==> src/rtl/fetch_stage.sv <==
// -----------------------------------------------------------------------------
// fetch_stage
//
// IF stage of the 5-stage pipeline. Holds the PC, runs the instruction-memory
// request/acknowledge handshake and owns the IF/ID pipeline register.
//
// Instruction memory handshake:
//   imem_req is raised with a stable imem_addr and both are held until a cycle
//   in which imem_ack=1. imem_ack may arrive in the same cycle as the request
//   (zero latency). imem_data is only meaningful in the ack cycle. There is
//   never more than one request outstanding.
//
// States:
//   FETCH  : request to req_addr outstanding.
//   HOLD   : a response arrived during a stall. It is parked in the hold buffer
//            and no request is issued.
//   DRAIN  : a redirect hit an unacknowledged request. The old request is kept
//            on the bus until its ack arrives, and the data is thrown away.
//   HALTED : an HLT was delivered. Fetch stops until a redirect or reset.
//
// Ports:
//   clk, rst_n        clock, asynchronous active-low reset
//   pc_wen, if_id_wen stall enables from the hazard unit (0 = hold)
//   redirect,
//   redirect_pc       branch taken / flush and its target
//   imem_req,
//   imem_addr         fetch request and address
//   imem_ack,
//   imem_data         response valid and instruction
//   if_id_instr,
//   if_id_pc_plus2,
//   if_id_valid       IF/ID pipeline register (valid=0 means bubble)
//   halted            fetch stopped on HLT
//   fsm_state         debug view of the fetch FSM state
// -----------------------------------------------------------------------------
module fetch_stage #(
    parameter int unsigned      ADDR_W     = 16,
    parameter logic [ADDR_W-1:0] RESET_PC  = 16'h0000,
    parameter logic [15:0]      NOP_INSTR  = 16'h0000,
    parameter logic [3:0]       HLT_OPCODE = 4'hF
) (
    input  logic              clk,
    input  logic              rst_n,
    input  logic              pc_wen,
    input  logic              if_id_wen,
    input  logic              redirect,
    input  logic [ADDR_W-1:0] redirect_pc,
    output logic              imem_req,
    output logic [ADDR_W-1:0] imem_addr,
    input  logic              imem_ack,
    input  logic [15:0]       imem_data,
    output logic [15:0]       if_id_instr,
    output logic [ADDR_W-1:0] if_id_pc_plus2,
    output logic              if_id_valid,
    output logic              halted,
    output logic [1:0]        fsm_state
);

    typedef enum logic [1:0] {
        S_FETCH  = 2'd0,
        S_HOLD   = 2'd1,
        S_DRAIN  = 2'd2,
        S_HALTED = 2'd3
    } state_t;

    state_t            state;
    logic [ADDR_W-1:0] pc;
    logic [ADDR_W-1:0] req_addr;
    logic [15:0]       buf_instr;
    logic [ADDR_W-1:0] buf_pc_plus2;

    logic              adv;
    logic [ADDR_W-1:0] pc_plus2;
    logic              data_is_hlt;
    logic              buf_is_hlt;

    assign adv         = pc_wen & if_id_wen;
    // Natural wrap: 'hFFFE + 2 becomes 0.
    assign pc_plus2    = pc + ADDR_W'(2);
    assign data_is_hlt = (imem_data[15:12] == HLT_OPCODE);
    assign buf_is_hlt  = (buf_instr[15:12] == HLT_OPCODE);

    // Outputs decoded straight from the state register, so they carry no
    // combinational path from any input.
    assign imem_req  = (state == S_FETCH) || (state == S_DRAIN);
    assign imem_addr = req_addr;
    assign halted    = (state == S_HALTED);
    assign fsm_state = state;

    // req_addr is rewritten only on transitions that start a new request
    // (into FETCH). It is therefore frozen while a request waits for its ack,
    // including across redirects that send the FSM to DRAIN.
    always_ff @(posedge clk or negedge rst_n) begin
        if (!rst_n) begin
            state          <= S_FETCH;
            pc             <= RESET_PC;
            req_addr       <= RESET_PC;
            buf_instr      <= NOP_INSTR;
            buf_pc_plus2   <= '0;
            if_id_instr    <= NOP_INSTR;
            if_id_pc_plus2 <= '0;
            if_id_valid    <= 1'b0;
        end else begin
            case (state)
                S_FETCH: begin
                    if (redirect) begin
                        pc          <= redirect_pc;
                        if_id_instr <= NOP_INSTR;
                        if_id_valid <= 1'b0;
                        if (imem_ack) begin
                            // Response is for the squashed path; drop it.
                            req_addr <= redirect_pc;
                            state    <= S_FETCH;
                        end else begin
                            state <= S_DRAIN;
                        end
                    end else if (imem_ack) begin
                        if (adv) begin
                            if_id_instr    <= imem_data;
                            if_id_pc_plus2 <= pc_plus2;
                            if_id_valid    <= 1'b1;
                            if (data_is_hlt) begin
                                state <= S_HALTED;
                            end else begin
                                pc       <= pc_plus2;
                                req_addr <= pc_plus2;
                            end
                        end else begin
                            buf_instr    <= imem_data;
                            buf_pc_plus2 <= pc_plus2;
                            state        <= S_HOLD;
                        end
                    end else if (if_id_wen) begin
                        if_id_instr <= NOP_INSTR;
                        if_id_valid <= 1'b0;
                    end
                end

                S_HOLD: begin
                    if (redirect) begin
                        pc           <= redirect_pc;
                        req_addr     <= redirect_pc;
                        if_id_instr  <= NOP_INSTR;
                        if_id_valid  <= 1'b0;
                        buf_instr    <= NOP_INSTR;
                        buf_pc_plus2 <= '0;
                        state        <= S_FETCH;
                    end else if (adv) begin
                        if_id_instr    <= buf_instr;
                        if_id_pc_plus2 <= buf_pc_plus2;
                        if_id_valid    <= 1'b1;
                        buf_instr      <= NOP_INSTR;
                        buf_pc_plus2   <= '0;
                        if (buf_is_hlt) begin
                            state <= S_HALTED;
                        end else begin
                            pc       <= buf_pc_plus2;
                            req_addr <= buf_pc_plus2;
                            state    <= S_FETCH;
                        end
                    end
                end

                S_DRAIN: begin
                    if (redirect) begin
                        pc          <= redirect_pc;
                        if_id_instr <= NOP_INSTR;
                        if_id_valid <= 1'b0;
                    end else if (if_id_wen) begin
                        if_id_instr <= NOP_INSTR;
                        if_id_valid <= 1'b0;
                    end
                    if (imem_ack) begin
                        // Stale data discarded; restart at the newest target.
                        req_addr <= redirect ? redirect_pc : pc;
                        state    <= S_FETCH;
                    end
                end

                S_HALTED: begin
                    if (redirect) begin
                        pc          <= redirect_pc;
                        req_addr    <= redirect_pc;
                        if_id_instr <= NOP_INSTR;
                        if_id_valid <= 1'b0;
                        state       <= S_FETCH;
                    end else if (if_id_wen) begin
                        if_id_instr <= NOP_INSTR;
                        if_id_valid <= 1'b0;
                    end
                end

                default: begin
                    state <= S_FETCH;
                end
            endcase
        end
    end

endmodule

==> config.mk <==
export PLATFORM = sky130hd
export DESIGN_NAME = fetch_stage
export DESIGN_NICKNAME = d
export VERILOG_FILES = /design/src/rtl/fetch_stage.sv
export SDC_FILE = /design/constraint.sdc
export NUM_CORES = 1
export LEC_CHECK = 0
export ABC_AREA = 1
export CAP_MARGIN = 15
export CELL_PAD_IN_SITES_DETAIL_PLACEMENT = 0
export CELL_PAD_IN_SITES_GLOBAL_PLACEMENT = 1
export CORE_MARGIN = 1
export CORE_UTILIZATION = 42
export CTS_CLUSTER_DIAMETER = 40
export DETAILED_ROUTE_END_ITERATION = 8
export PLACE_DENSITY_LB_ADDON = 0.12
export RECOVER_POWER = 25
export SYNTH_ARGS = -nofsm -noshare
export SYNTH_HDL_FRONTEND = slang
export SYNTH_SLANG_ARGS = --single-unit
==> constraint.sdc <==
create_clock -name clk -period 3.7 [get_ports clk]
set_clock_uncertainty 0.1 [all_clocks]
set_input_delay 0.74 -clock clk [delete_from_list [all_inputs] [get_ports clk]]
set_output_delay 0.74 -clock clk [all_outputs]
set_load 0.01 [all_outputs]
==> results of run 1 <==
## cell type report
type	instances	area (um2)
Fill cell	1337	6280
Timing Repair Buffer	102	978
Sequential cell	99	2480
Multi-Input combinational cell	638	2980
Inverter	60	228
Clock buffer	10	239
Clock inverter	6	48.8
Tap cell	176	220
## worst min-delay path, cell delays in order (launching register included)
cell     delay [ns]
dfrtp_1        0.35
nand2_1        0.05
nand2_1        0.05
## stage by stage
stage	setup slack, ns	power (mW)	utilization [%]	hold slack (ns)	instance area (um2)
2_1_floorplan	1.66	3.61	-	0.344	5900
3_3_place_gp	0.800	4.76	51.3	0.365	6900
3_5_place_dp	0.747	4.81	51.3	0.368	6900
4_1_cts	0.898	5.76	53.4	0.387	7190
5_1_grt	0.527	6.19	53.3	0.416	7170
6_report	0.878	5.73	53.3	0.384	7170
## routing by layer
metal	GRT usage, %	vias to the layer above	wire (um)
met5	0	-	13
met4	11.4	2	593
met3	3.77	38	909
met2	46.4	200	9050
met1	33.4	2928	7860
li1	-	2896	-
## state kept, by name, summed over array words and instances (netlist names)
signal	flops
buf_pc_plus2	16
fsm_state	2
imem_addr	16
if_id_valid	1
if_id_pc_plus2	16
if_id_instr	16
pc	16
buf_instr	16
## logic make-up after synthesis
logic type / Yosys count
AOI/OAI and AO/OA: 177
xor gates and xnor gates: 5
adders and majority gates: 1
buffers and inverters: 104
DFF: 99
and+or+nand+nor: 455
## cells in the mapped netlist (2+ instances only)
cell type / number
nor2_4: 2
o221ai_1: 16
nand3b_1: 3
a31oi_1: 4
inv_2: 6
nand4_1: 7
inv_1: 50
xor2_1: 5
nor2_1: 115
or2_2: 2
o21ai_0: 61
o211ai_1: 4
clkinv_1: 3
nand2_1: 255
nand2_4: 4
a21o_1: 2
buf_2: 29
o211a_1: 7
o21ai_1: 6
nand2b_1: 7
buf_4: 2
a21oi_1: 70
nand3_1: 55
dfrtp_1: 99
buf_1: 2
clkbuf_1: 10
a211oi_1: 2
## worst min path at each step
stage / from / end / cells after the start
3_5_place_dp: imem_addr[7]$_DFFE_PN0P_ / imem_addr[7]$_DFFE_PN0P_ / 2
5_1_grt: imem_addr[8]$_DFFE_PN0P_ / imem_addr[8]$_DFFE_PN0P_ / 2
4_1_cts: imem_addr[7]$_DFFE_PN0P_ / imem_addr[7]$_DFFE_PN0P_ / 2
3_3_place_gp: imem_addr[6]$_DFFE_PN0P_ / imem_addr[6]$_DFFE_PN0P_ / 2
2_1_floorplan: rst_n / buf_instr[0]$_DFFE_PN0P_ / 0
6_report: imem_addr[6]$_DFFE_PN0P_ / imem_addr[6]$_DFFE_PN0P_ / 2
## where the power goes
part / total (mW) / leakage, nW / switching (mW) / internal, mW
Sequential: 1.98 / 1.22 / 0.398 / 1.58
Clock: 0.939 / 0.137 / 0.457 / 0.483
Combinational: 2.81 / 2.02 / 1.68 / 1.13
Total: 5.73 / 3.38 / 2.53 / 3.20
==> results.cfg, run 1 <==
[cells_and_area]
drive_above_1_share_pct = 5.46
stdcell_count = 1091
nets = 949
area_growth_pct = 21.5
diodes = 0
final_cell_mix = nand2_1, nor2_1, dfrtp_1
final_common_cell = nand2_1

[clock_network]
cts_tree = done
cts.repair.resized = 0
clk_path_buf_depth = 2
root_buffer = clkbuf_16
clock_latency_ns = 0.36
cts_setup_buffers = 0
clkSinkCount = 99
numCtsBuffers = 9
ctsHoldBuffers = 0
htree_levels = 3
clk_pin_slew_ns = 0.07

[synthesis]
synthCells = 841
syn_area_um2 = 5900
synth-compound-area-share_pct = 17.3
synthXorXnorAreaFrac_pct = 0.742
synth_area_leaders = dfrtp_1, nand2_1, nor2_1
synth-seq-area-share_pct = 42.0
synth_seq_cells = 99
synth_fp_nets = 880
synth.area.mux_share_pct = 0
yosys.area.top_type_share_pct = 42.0
synth_top_cell_by_area = dfrtp_1
synth.avg_cell_area_um2 = 7.01
synth_warnings = 0
synth_adder_area_share_pct = 0.212
synth_cell_type_count = 40
async_flop_share_pct = 100
synth_top_family_by_area = simple AND/OR/NAND/NOR gates
synth-edff-count = 0
synth_flop_cell = dfrtp_1
synth-simple-area-share_pct = 32.2

[global_routing]
grt_antenna_before_repair = 1
grt.total_usage_pct = 26.8
grt.overflow.total = 0
grt_first_pass_wirelength_um = 30200
grt_max_degree = 57
grt_pass1_vias = 5968

[timing]
maxSlewViolCount = 0
min_period_ns = 2.82
setup_viol = 0
fin_tns_setup_ns = 0
maxSlewHeadroom_pct = 0.489
fin_crit_sh_pct = 76.3
hold_viol = 0
worstMarginPinSlew_ns = 1.49
fmax_mhz = 354
rsz0062_at_grt = false

[route]
wl_um = 18400
first_iter_violations = 473
vias = 6064
vias_per_cell = 5.56
drc_errors = 0
wl_per_cell_um = 16.9
ant_nets = 0
drt_pre_antenna_iters = 5

[setup_path]
rrSetupSlack_ns = 1.09
startpoint_type = register
r2r-start = fsm_state[1]$_DFFE_PN0P_
reg2reg_depth = 8
arrival_ns = 1.98
cp.depth = 3
crit_path_end_kind = output port
slowest_stage = dfrtp_1
worstSetupPathType = reg2out
r2r_end = buf_instr[10]$_DFFE_PN0P_
path_cells = nand2_1 > clkinv_1 > clkdlybuf4s50_1
path_delay_family = flip-flops
critPathLaunch = fsm_state[1]$_DFFE_PN0P_
crit_end = halted
path_buf_inv = 2
cp.required_ns = 2.86
cp_slowest_stage_delay_ns = 0.75
crit_fanout = 12

[placement]
dp_hpwl_um = 12700
placed_cells = 1075
port_buffers = 90
place_congestion = 0.879

[status]
violations = capacitance limit
outcome = finished, violations left

[pwr]
ir_drop_uv = 366
leakage_nw = 3.38
powerDensity_nw_per_um2 = 799

[floorplanning]
placeableCoreArea_um2 = 13500
dieHeight_um = 121
fp.dieW_um = 121
dieArea_um2 = 14500
pin_count = 91
rows = 42
initial_core_util_pct = 43.9

[hold_path]
worst_hold_path_type = reg2reg

[job]
max-cap-violations = 1
(Power assumes the default switching activity.)
==> run 2: changes to the inputs <==
Settings changed: CORE_UTILIZATION 42 to 39.
Clock period 3.7 ns to 2.8 ns, I/O delays scaled along.
==> results.cfg, run 2 (synthesis results as in run 1) <==
[floorplanning]
placeableCoreArea_um2 = 14600
initial_core_util_pct = 40.3
pin_count = 91
dieArea_um2 = 15600
fp.dieW_um = 125
dieHeight_um = 125
rows = 44

[clock_network]
cts_tree = done
ctsHoldBuffers = 0
numCtsBuffers = 9
htree_levels = 3
clk_path_buf_depth = 2
clk_pin_slew_ns = 0.07
clock_latency_ns = 0.36
root_buffer = clkbuf_16
clkSinkCount = 99
cts.repair.resized = 0
cts_setup_buffers = 0

[placement]
place_congestion = 0.904
dp_hpwl_um = 12900
port_buffers = 90

[timing]
whs_ns = 0.384
hold_viol = 0
maxSlewHeadroom_pct = 3.37
maxSlewViolCount = 0
worstMarginPinSlew_ns = 1.45
setup_viol = 0
fin_tns_setup_ns = 0
fmax_mhz = 391
rsz0062_at_grt = false
min_period_ns = 2.56
fin_crit_sh_pct = 91.3

[route]
vias = 6010
wl_met2_um = 9220
first_iter_violations = 439
m1WireLength_um = 8350
drt_pre_antenna_iters = 9
wl_um = 19300
ant_nets = 0
top_layer_used = met4
wl_met3_um = 990
wl_per_cell_um = 17.4
drc_errors = 14
vias_per_cell = 5.43

[cells_and_area]
nets = 957
final_cell_mix = nand2_1, nor2_1, dfrtp_1
drive_above_1_share_pct = 6.28
final_common_cell = nand2_1
fill_cells = 1481
area_growth_pct = 23.4
diodes = 0

[setup_path]
crit_path_end_kind = output port
arrival_ns = 1.90
startpoint_type = register
cp.required_ns = 2.14
worstSetupPathType = reg2out
crit_fanout = 10

[status]
violations = DRC
outcome = finished, violations left

[global_routing]
grt_first_pass_wirelength_um = 31400
grt_max_degree = 100
grt.overflow.total = 0
grt_pass1_vias = 6003
grt.total_usage_pct = 25.7
grt_antenna_before_repair = 0

[job]
max-cap-violations = 0

[pwr]
ir_drop_uv = 448
powerDensity_nw_per_um2 = 1060
leakage_nw = 3.44

[hold_path]
worst_hold_path_type = reg2reg
run 2: layer usage:
layer | GRT usage, % | vias up
li1 | - | 2913
met1 | 32.2 | 2864
met2 | 43.4 | 197
met3 | 3.38 | 36
met4 | 13.3 | 0
met5 | 0 | -
run 2: path summary, 6_finish.rpt:
path | startpoint | to | slack [ns] | cells past startpoint
worst max-delay path | fsm_state[1]$_DFFE_PN0P_ | halted | 0.24 | 3
worst min-delay path | imem_addr[7]$_DFFE_PN0P_ | imem_addr[7]$_DFFE_PN0P_ | 0.38 | 2
worst max register to register | fsm_state[1]$_DFFE_PN0P_ | if_id_instr[14]$_DFFE_PN0P_ | 0.35 | 8
worst min register to register | imem_addr[7]$_DFFE_PN0P_ | imem_addr[7]$_DFFE_PN0P_ | 0.38 | 2
max in group asynchronous | rst_n | imem_addr[13]$_DFFE_PN0P_ | 1.11 | 2
min in group asynchronous | rst_n | if_id_pc_plus2[0]$_DFFE_PN0P_ | 0.55 | 2
run 2: per-stage QoR:
step | std cells | util (%) | instance area [um2] | setup WS, ns | total power [mW]
CTS | 1107 | 49.8 | 7290 | 0.250 | 7.79
finish | 1107 | 49.7 | 7280 | 0.244 | 7.74
global placement | 1091 | 47.7 | 6980 | 0.277 | 6.38
detailed placement | 1091 | 47.7 | 6980 | 0.215 | 6.44
floorplan | 841 | - | 5900 | 0.937 | 4.77
global route | 1107 | 49.7 | 7280 | 0.141 | 8.36
run 2: layout make-up:
cell class	count	area [um2]	area share [%]
Clock inverter	7	82.6	1.13
Sequential cell	99	2480	34.0
Inverter	60	228	3.13
Clock buffer	9	225	3.09
Timing Repair Buffer	110	1060	14.5
Tap cell	184	230	3.16
Multi-Input combinational cell	638	2980	40.9
run 2: power by group:
part	total [mW]	switching, mW	internal [mW]	leakage (nW)
Combinational	3.81	2.26	1.55	2.07
Sequential	2.60	0.510	2.09	1.22
Clock	1.33	0.619	0.712	0.150
Total	7.74	3.38	4.35	3.44
run 2: worst max-delay path, cell delays in order, from the launching register on:
cell             delay (ns)
dfrtp_1                0.68
nand2_1                0.19
clkinv_1               0.13
clkdlybuf4s50_1        0.55
